<file path="src/rtl/tx_fifo_ctrl_if.sv">
// Bus between the APB transmit register path / serializer and tx_fifo_ctrl.
// The master modport is the side that pushes, pops and clears overflow.
// The slave modport is the FIFO controller itself.
interface tx_fifo_ctrl_if #(
    parameter int DATAWIDTH  = 12,
    parameter int DEPTH_LOG2 = 4
);
    logic                  wr_en_i;
    logic [DATAWIDTH-1:0]  wr_data_i;
    logic                  rd_req_i;
    logic                  clr_ovf_i;
    logic [DATAWIDTH-1:0]  rd_data_o;
    logic                  rd_valid_o;
    logic                  full_o;
    logic                  empty_o;
    logic                  overflow_o;
    logic [DEPTH_LOG2:0]   level_o;
    logic                  afull_o;

    modport master (
        output wr_en_i, wr_data_i, rd_req_i, clr_ovf_i,
        input  rd_data_o, rd_valid_o, full_o, empty_o, overflow_o, level_o, afull_o
    );

    modport slave (
        input  wr_en_i, wr_data_i, rd_req_i, clr_ovf_i,
        output rd_data_o, rd_valid_o, full_o, empty_o, overflow_o, level_o, afull_o
    );
endinterface

</file>
<file path="src/rtl/tx_fifo_ctrl.sv">
// Transmit FIFO controller between the APB register slave and the frame serializer.
// A level-style write enable is turned into one push per rising edge.
// Words are stored in a circular buffer and handed out on a request/valid handshake.
// Optional feature macro: TX_FIFO_AFULL_EN enables the almost-full flag
// (level >= DEPTH-2). When the macro is undefined, afull_o is tied low.
module tx_fifo_ctrl #(
    parameter int DATAWIDTH  = 12,
    parameter int DEPTH_LOG2 = 4
) (
    input  logic           PCLK,
    input  logic           PRESETn,
    tx_fifo_ctrl_if.slave  bus
);
    localparam int DEPTH = 1 << DEPTH_LOG2;
    localparam int PTR_W = DEPTH_LOG2 + 1;

    // Edge detector for the level-style write enable
    logic                 wr_en_q, wr_en_d;

    // Pointers carry one extra wrap bit so that full and empty can be told apart
    logic [PTR_W-1:0]     wr_ptr_q, wr_ptr_d;
    logic [PTR_W-1:0]     rd_ptr_q, rd_ptr_d;

    // Sticky flag for a push that was dropped while full
    logic                 overflow_q, overflow_d;

    // Registered pop output
    logic [DATAWIDTH-1:0] rd_data_q;
    logic                 rd_valid_q, rd_valid_d;

    // Storage array. It is not reset, and entries are only read after they are written.
    logic [DATAWIDTH-1:0] mem [DEPTH];

    // Decoded status and handshake qualifiers
    logic                  push_evt;
    logic                  push_ok;
    logic                  pop_ok;
    logic                  push_drop;
    logic                  full;
    logic                  empty;
    logic [PTR_W-1:0]      level;
    logic [DEPTH_LOG2-1:0] wr_idx;
    logic [DEPTH_LOG2-1:0] rd_idx;

    // Status flags come from the registered pointers only
    always_comb begin
        wr_idx = wr_ptr_q[DEPTH_LOG2-1:0];
        rd_idx = rd_ptr_q[DEPTH_LOG2-1:0];
        empty  = (wr_ptr_q == rd_ptr_q);
        full   = (wr_ptr_q[PTR_W-1] != rd_ptr_q[PTR_W-1]) && (wr_idx == rd_idx);
        level  = wr_ptr_q - rd_ptr_q;
    end

    // Accept/drop decisions for this cycle.
    // A pop on an empty FIFO is ignored, so a push in the same cycle never falls through.
    // A push while full is only accepted when a pop frees the slot in the same cycle.
    always_comb begin
        push_evt  = bus.wr_en_i & ~wr_en_q;
        pop_ok    = bus.rd_req_i & ~empty;
        push_ok   = push_evt & (~full | pop_ok);
        push_drop = push_evt & full & ~pop_ok;
    end

    // Next-state computation for the edge detector, pointers, overflow flag and valid pulse
    always_comb begin
        wr_en_d    = bus.wr_en_i;
        wr_ptr_d   = wr_ptr_q;
        rd_ptr_d   = rd_ptr_q;
        overflow_d = overflow_q;
        rd_valid_d = 1'b0;

        if (push_ok) begin
            wr_ptr_d = wr_ptr_q + PTR_W'(1);
        end

        if (pop_ok) begin
            rd_ptr_d   = rd_ptr_q + PTR_W'(1);
            rd_valid_d = 1'b1;
        end

        // A dropped push wins over a clear in the same cycle
        if (push_drop) begin
            overflow_d = 1'b1;
        end else if (bus.clr_ovf_i) begin
            overflow_d = 1'b0;
        end
    end

    // Control state registers
    always_ff @(posedge PCLK or negedge PRESETn) begin
        if (!PRESETn) begin
            wr_en_q    <= 1'b0;
            wr_ptr_q   <= '0;
            rd_ptr_q   <= '0;
            overflow_q <= 1'b0;
            rd_valid_q <= 1'b0;
        end else begin
            wr_en_q    <= wr_en_d;
            wr_ptr_q   <= wr_ptr_d;
            rd_ptr_q   <= rd_ptr_d;
            overflow_q <= overflow_d;
            rd_valid_q <= rd_valid_d;
        end
    end

    // Storage write port. It has no reset, so it maps onto block RAM.
    always_ff @(posedge PCLK) begin
        if (push_ok) begin
            mem[wr_idx] <= bus.wr_data_i;
        end
    end

    // Registered read port. It holds the last popped word when no pop occurs.
    // On a full push+pop the same slot is read and written; the read returns the old word.
    always_ff @(posedge PCLK or negedge PRESETn) begin
        if (!PRESETn) begin
            rd_data_q <= '0;
        end else if (pop_ok) begin
            rd_data_q <= mem[rd_idx];
        end
    end

    // Optional almost-full early warning
`ifdef TX_FIFO_AFULL_EN
    logic afull;
    always_comb begin
        afull = (level >= PTR_W'(DEPTH - 2));
    end
`else
    logic afull;
    always_comb begin
        afull = 1'b0;
    end
`endif

    // Output mapping onto the bus
    always_comb begin
        bus.rd_data_o  = rd_data_q;
        bus.rd_valid_o = rd_valid_q;
        bus.full_o     = full;
        bus.empty_o    = empty;
        bus.overflow_o = overflow_q;
        bus.level_o    = level;
        bus.afull_o    = afull;
    end
endmodule

</file>
<file path="src/flat_wrapper.sv">
// flat-port wrapper written by rule: the top's interface ports become plain ports
module tx_fifo_ctrl_flat 
#(
    parameter int DATAWIDTH  = 12,
    parameter int DEPTH_LOG2 = 4
)
  (PCLK, PRESETn, bus_wr_en_i, bus_wr_data_i, bus_rd_req_i, bus_clr_ovf_i, bus_rd_data_o, bus_rd_valid_o, bus_full_o, bus_empty_o, bus_overflow_o, bus_level_o, bus_afull_o);
  tx_fifo_ctrl_if #(.DATAWIDTH(DATAWIDTH), .DEPTH_LOG2(DEPTH_LOG2)) bus_i ();
  input  logic PCLK;
  input  logic PRESETn;
  input wire logic [$bits(bus_i.wr_en_i)-1:0] bus_wr_en_i;
  input wire logic [$bits(bus_i.wr_data_i)-1:0] bus_wr_data_i;
  input wire logic [$bits(bus_i.rd_req_i)-1:0] bus_rd_req_i;
  input wire logic [$bits(bus_i.clr_ovf_i)-1:0] bus_clr_ovf_i;
  output wire logic [$bits(bus_i.rd_data_o)-1:0] bus_rd_data_o;
  output wire logic [$bits(bus_i.rd_valid_o)-1:0] bus_rd_valid_o;
  output wire logic [$bits(bus_i.full_o)-1:0] bus_full_o;
  output wire logic [$bits(bus_i.empty_o)-1:0] bus_empty_o;
  output wire logic [$bits(bus_i.overflow_o)-1:0] bus_overflow_o;
  output wire logic [$bits(bus_i.level_o)-1:0] bus_level_o;
  output wire logic [$bits(bus_i.afull_o)-1:0] bus_afull_o;
  assign bus_i.wr_en_i = bus_wr_en_i;
  assign bus_i.wr_data_i = bus_wr_data_i;
  assign bus_i.rd_req_i = bus_rd_req_i;
  assign bus_i.clr_ovf_i = bus_clr_ovf_i;
  assign bus_rd_data_o = bus_i.rd_data_o;
  assign bus_rd_valid_o = bus_i.rd_valid_o;
  assign bus_full_o = bus_i.full_o;
  assign bus_empty_o = bus_i.empty_o;
  assign bus_overflow_o = bus_i.overflow_o;
  assign bus_level_o = bus_i.level_o;
  assign bus_afull_o = bus_i.afull_o;
  tx_fifo_ctrl #(.DATAWIDTH(DATAWIDTH), .DEPTH_LOG2(DEPTH_LOG2)) u_core (.PCLK(PCLK), .PRESETn(PRESETn), .bus(bus_i));
endmodule
</file>
<file path="config.mk">
export PLATFORM = sky130hd
export DESIGN_NAME = tx_fifo_ctrl_flat
export DESIGN_NICKNAME = d
export VERILOG_FILES = /design/src/rtl/tx_fifo_ctrl_if.sv /design/src/rtl/tx_fifo_ctrl.sv /design/src/flat_wrapper.sv
export SDC_FILE = /design/constraint.sdc
export NUM_CORES = 1
export LEC_CHECK = 0
export ABC_CLOCK_PERIOD_IN_PS = 4900
export CELL_PAD_IN_SITES_DETAIL_PLACEMENT = 0
export CELL_PAD_IN_SITES_GLOBAL_PLACEMENT = 1
export CORE_MARGIN = 2
export CORE_UTILIZATION = 52
export DETAILED_ROUTE_END_ITERATION = 16
export PLACE_DENSITY_LB_ADDON = 0.15
export SLEW_MARGIN = 40
export SYNTH_ARGS = -nofsm -noshare
export SYNTH_HDL_FRONTEND = slang
export SYNTH_SLANG_ARGS = --single-unit
</file>
<file path="constraint.sdc">
create_clock -name PCLK -period 4.9 [get_ports PCLK]
set_clock_uncertainty 0.2 [all_clocks]
set_input_delay 0.98 -clock PCLK [delete_from_list [all_inputs] [get_ports PCLK]]
set_output_delay 0.98 -clock PCLK [all_outputs]
set_load 0.01 [all_outputs]
</file>
-- After elaboration in Yosys (flattened, before gate mapping)
Memory sizes are Yosys's and may differ from the RTL's. A register that Yosys moved wholly into a read port is not among the register bits.
Index checks and enable logic that the tools add are counted.
- add/sub/neg operators: 3
- eq/ne operators: 3
- muxes and demuxes: 5
- bitwise gates (word level): 10
- reductions and logical operators: 3
- operators by type and width (cell ; number):
    $add 5x1->5 const B ; 2
    $and 1x1->1 ; 5
    $eq 5x5->1 ; 1
    $mux 1 ; 5
    $sub 5x5->5 ; 1
    $eq 4x4->1 ; 1
    $not 1->1 ; 4
    $reduce_bool 2->1 ; 1
    $logic_and 1x1->1 ; 1
    $logic_not 1->1 ; 1
    $ne 1x1->1 ; 1
    $or 1x1->1 ; 1
- register bits: 13
- bits in writable memories: 192
- input bits: 17
- logic and storage cells: 30
- memories: 1
- memory list (memory ; words ; bits a word ; rd ports ; clocked after memory_dff ; write ports ; RTL line ; source):
    u_core.mem ; 16 ; 12 ; 1 ; 1 ; 1 ; tx_fifo_ctrl.sv:32 ; logic [DATAWIDTH-1:0] mem [DEPTH];

-- Longest topological paths before layout
- depth after elaboration: 7
- gate-level depth with buffers: 10
- mapped depth without buffers: 7

-- Least setup slack after synthesis
Ideal clock, no wire load.
- kind: register -> register
- start point: register u_core.rd_ptr_q[1]
- end point: memory u_core.mem[3][0] (enable)
- setup time: 0.396 ns
- arrival time: 3.049 ns
- required time: 4.304 ns
- slack: 1.254 ns
- cell stages (with the launch flop): 10
- path buffers: 3
- cell sequence: dfrtp_1 -> buf_2 -> buf_4 -> buf_2 -> inv_1 -> ha_1 -> and4_1 -> a31oi_2 -> nand2_1 -> nor3_1
- cells in the longest elaborated chain, start to end: 7
- RTL lines (item ; RTL line ; source):
    from (decl) ; tx_fifo_ctrl.sv:22 ; logic [PTR_W-1:0] rd_ptr_q, rd_ptr_d;
    from (signal assigned) ; tx_fifo_ctrl.sv:100 ; rd_ptr_q <= rd_ptr_d;
    $eq 5x5->1 / $eq 4x4->1 (equally long branches) ; tx_fifo_ctrl.sv:49, tx_fifo_ctrl.sv:50 ;
    $not 1->1 / $logic_and 1x1->1 (equally long branches) ; tx_fifo_ctrl.sv:59, tx_fifo_ctrl.sv:50 ;
    $and 1x1->1 / $not 1->1 (equally long branches) ; tx_fifo_ctrl.sv:59, tx_fifo_ctrl.sv:60 ;
    $or 1x1->1 (*) ; tx_fifo_ctrl.sv:60 ; push_ok = push_evt & (~full | pop_ok);
    $and 1x1->1 (*) ; tx_fifo_ctrl.sv:60 ;
    $mux 1 (*) ; tx_fifo_ctrl.sv:108 ; if (push_ok) begin
    $mux 1 (not written as such) (*) ; tx_fifo_ctrl.sv:109 ; mem[wr_idx] <= bus.wr_data_i;
    to (decl) ; tx_fifo_ctrl.sv:32 ;
Every way passes the cells marked *; elsewhere a longest branch is shown, timed or not.

-- Worst setup path after layout
- start point: register u_core.wr_ptr_q[0]
- end point: output bus_level_o[4]
- cells in the longest elaborated chain, start to end: 1
- RTL lines (item ; RTL line ; source):
    from (decl) ; tx_fifo_ctrl.sv:21 ; logic [PTR_W-1:0] wr_ptr_q, wr_ptr_d;
    from (signal assigned) ; tx_fifo_ctrl.sv:99 ; wr_ptr_q <= wr_ptr_d;
    $sub 5x5->5 ; tx_fifo_ctrl.sv:51 ; level = wr_ptr_q - rd_ptr_q;
    to (decl) ; flat_wrapper.sv:20 ; output wire logic [$bits(bus_i.level_o)-1:0] bus_level_o;
Every way passes these cells.

==> flow_metrics.tcl <==
set metrics [dict create \
    final_area_um2 10100 \
    drive_gt1_frac 0.156 \
    vias_per_cell 5.77 \
    pwr-share-clk 0.283 \
    cpMaxStageDelayCell "clkdlybuf4s50_1" \
    fin_ws_ns 0.988 \
    crit_required_ns 3.72 \
    p_total_uw 5790 \
    place_area_um2 9360 \
    cts_setup_buffers 0 \
    n_antenna_cell 0 \
    cts_made_buffers 23 \
    port_buffers 37 \
    dieArea_um2 17800 \
    synth_most_common_cell "edfxtp_1" \
    irDropWorstVdd_mv 0.413 \
    ys_types 37 \
    nFillCells 1221 \
    post-route-period-util 0.798 \
    p_sw_frac 0.311 \
    core_area_um2 16500 \
    cts.sinks 217 \
    cp_cell_sequence "inv_1 -> ha_1 -> inv_1 -> fa_1 -> a21o_1 -> a21oi_1 -> xnor2_1 -> clkdlybuf4s50_1" \
    grt_pass1_wl_um 27600 \
    leakage_uw 0.00343 \
    async_flop_share 0.115 \
    post-route-drc-count 0 \
    synthTopCellsByCount "edfxtp_1 (192), mux2i_1 (48), nor2_1 (37), o22ai_1 (27), dfrtp_1 (25)" \
    fmaxAchievable_mhz 256 \
    cts_root_buffer "clkbuf_16" \
    fin_cells 796 \
    antenna_found_initial 0 \
    hold_violations 0 \
    pwr_density_cell_nw_per_um2 575 \
    fp.dieH_um 134 \
    worst_slew_pin_slew_ns 0.770 \
    cts_resized 0 \
    use_met2 0.332 \
    track_usage 0.207 \
    cp_slowest_stage_delay_ns 0.55 \
    yosys.area.top_type "edfxtp_1" \
    ys_top_cells_by_area "edfxtp_1 (66%), dfrtp_1 (7.2%), mux2i_1 (5.5%)" \
    slew-limit-headroom 0.487 \
    placed_cells 756 \
    seqPwrFrac 0.403 \
    holdCritPathClass "reg -> reg" \
    syn_to_final_growth_pct 15.4 \
    io_pins 39 \
    fin_nets 588 \
    totalWireLength_um 17900 \
    crit_path_max_fanout 4 \
    syn_nets 537 \
    r2r_slack_ns 1.62 \
    holdBufCountCts 0 \
    grt_pass1_vias 4642 \
    synth.yosys.seq_area_share 0.733 \
    syn_inst 510 \
    dp_hpwl_um 10900 \
    clk_pin_slew_ns 0.06 \
    outcome "completed" \
    synth_edf_count 192 \
    syn_area_per_cell_um2 17.1 \
    cts_tree "yes" \
    vias 4595 \
    critPathCaptureType "output pin" \
    drtIter0Drc 378 \
    path_class "reg -> out" \
    yosys.area.top_type_share 0.661 \
    intPower_uw 3990 \
    drv_slew 0 \
    first_pass_iters 5 \
    pre_cts_ws_ns 1.48 \
    syn_area_um2 8720 \
    cap_violations 0 \
    die_x_um 134 \
    grt_busiest_layer "met2" \
    power_switching_uw 1800 \
    wl_per_cell_um 22.5 \
    place_congestion 0.787 \
    crit_top_cell "inv_1" \
    drtAntennaViolNets 0 \
    rsz0062_at_grt "false" \
    setup_violations 0 \
    arrival_ns 2.73 \
    combPwrFrac 0.314 \
    grt_max_degree 77 \
    ys.flop_type "edfxtp_1" \
    overflow 0 \
    globalRouteMet1Util 0.298 \
    yosysWarnings 0 \
    htreeDepth 1 \
    cts_max_path_buffers 3 \
    ys_seq_elements 217 \
    start_kind "flop" \
    grtUsageMet3 0.0335 \
    start_util 0.530 \
    rows 47 \
    min_period_ns 3.91 \
    insertion_delay_ns 0.50 \
    setup-tns-final_ns 0 \
]
-- worst paths after layout --
| kind | start | endpoint | depth (start not counted) |
|---|---|---|---|
| max | u_core.wr_ptr_q[0] | bus_level_o[4] | 8 |
| min | u_core.rd_ptr_q[4] | u_core.rd_ptr_q[4] | 1 |
| max reg2reg | u_core.rd_ptr_q[3] | u_core.mem[4][8] | 6 |
| min reg2reg | u_core.rd_ptr_q[4] | u_core.rd_ptr_q[4] | 1 |
| max in group asynchronous | PRESETn | u_core.rd_ptr_q[1] | 2 |
| min in group asynchronous | PRESETn | u_core.wr_ptr_q[4] | 2 |
-- routing by layer --
layer / wire, um / vias to the layer above
li1: - / 2090
met1: 7940 / 2342
met2: 8600 / 134
met3: 991 / 29
met4: 398 / 0
met5: 0 / -
-- cell families (layout without fill, tap and decap cells) --
logic type               after synthesis  in the layout  synth area share
multiplexers                          72             72             0.103
flip-flops                           217            217             0.733
adder cells (fa/ha/maj)               10             10            0.0152
AND/OR/NAND/NOR                       89             89            0.0508
XOR/XNOR                              13             13            0.0131
other                                  1              1          0.000430
AO/OA/AOI/OAI                         69             69            0.0587
buffers and inverters                 39            105            0.0257
-- state kept, by name, indices dropped and copies added, names as in the netlist --
signal	count
u_core.rd_ptr_q	5
u_core.bus.overflow_o	1
u_core.bus.rd_data_o	12
u_core.wr_en_q	1
u_core.bus.rd_valid_o	1
u_core.wr_ptr_q	5
u_core.mem	192
-- metrics by stage --
step / hold slack (ns) / util
after global routing: 0.359 / 0.611
after detailed placement: 0.330 / 0.568
after floorplan: 0.302 / -
after CTS: 0.338 / 0.611
after global placement: 0.317 / 0.567
final: 0.333 / 0.611
-- worst max-delay path: cells and delay by family (launching register included) --
family,cells,cell delay [ns]
XOR/XNOR,1,0.13
AO/OA/AOI/OAI,2,0.37
flip-flops,1,0.41
buffers and inverters,3,0.76
adder cells (fa/ha/maj),2,0.57
-- area by class of cell --
| cell class | instances | area (um2) | area share |
|---|---|---|---|
| flip-flops and latches | 217 | 6400 | 0.635 |
| multi-input cells | 254 | 2140 | 0.213 |
| clock buffers | 27 | 591 | 0.0587 |
| repair buffers | 55 | 509 | 0.0506 |
| well taps | 220 | 275 | 0.0273 |
| clock inverters | 13 | 113 | 0.0112 |
| inverters | 10 | 37.5 | 0.00373 |
-- cell usage in the layout (no fill, tap or decap), types with 12 or more instances in the layout --
cell             count
dfrtp_1             23
mux2_2              12
a31oi_1             12
clkbuf_16           23
a211oi_1            12
clkdlybuf4s50_1     37
edfxtp_1           192
nor2b_1             12
mux2i_1             48
buf_4               17
o22ai_1             27
or3_1               12
nor2_1              34
-- power by group through the flow --
| stage | registers (uW) | clock network [uW] | logic (uW) |
|---|---|---|---|
| floorplan | 2320 | 0 | 1260 |
| global placement | 2350 | 0 | 1810 |
| detailed placement | 2370 | 0 | 1830 |
| CTS | 2330 | 1660 | 1850 |
| global route | 2350 | 1740 | 1970 |
| finish | 2330 | 1640 | 1820 |
(Power assumes the default switching activity.)
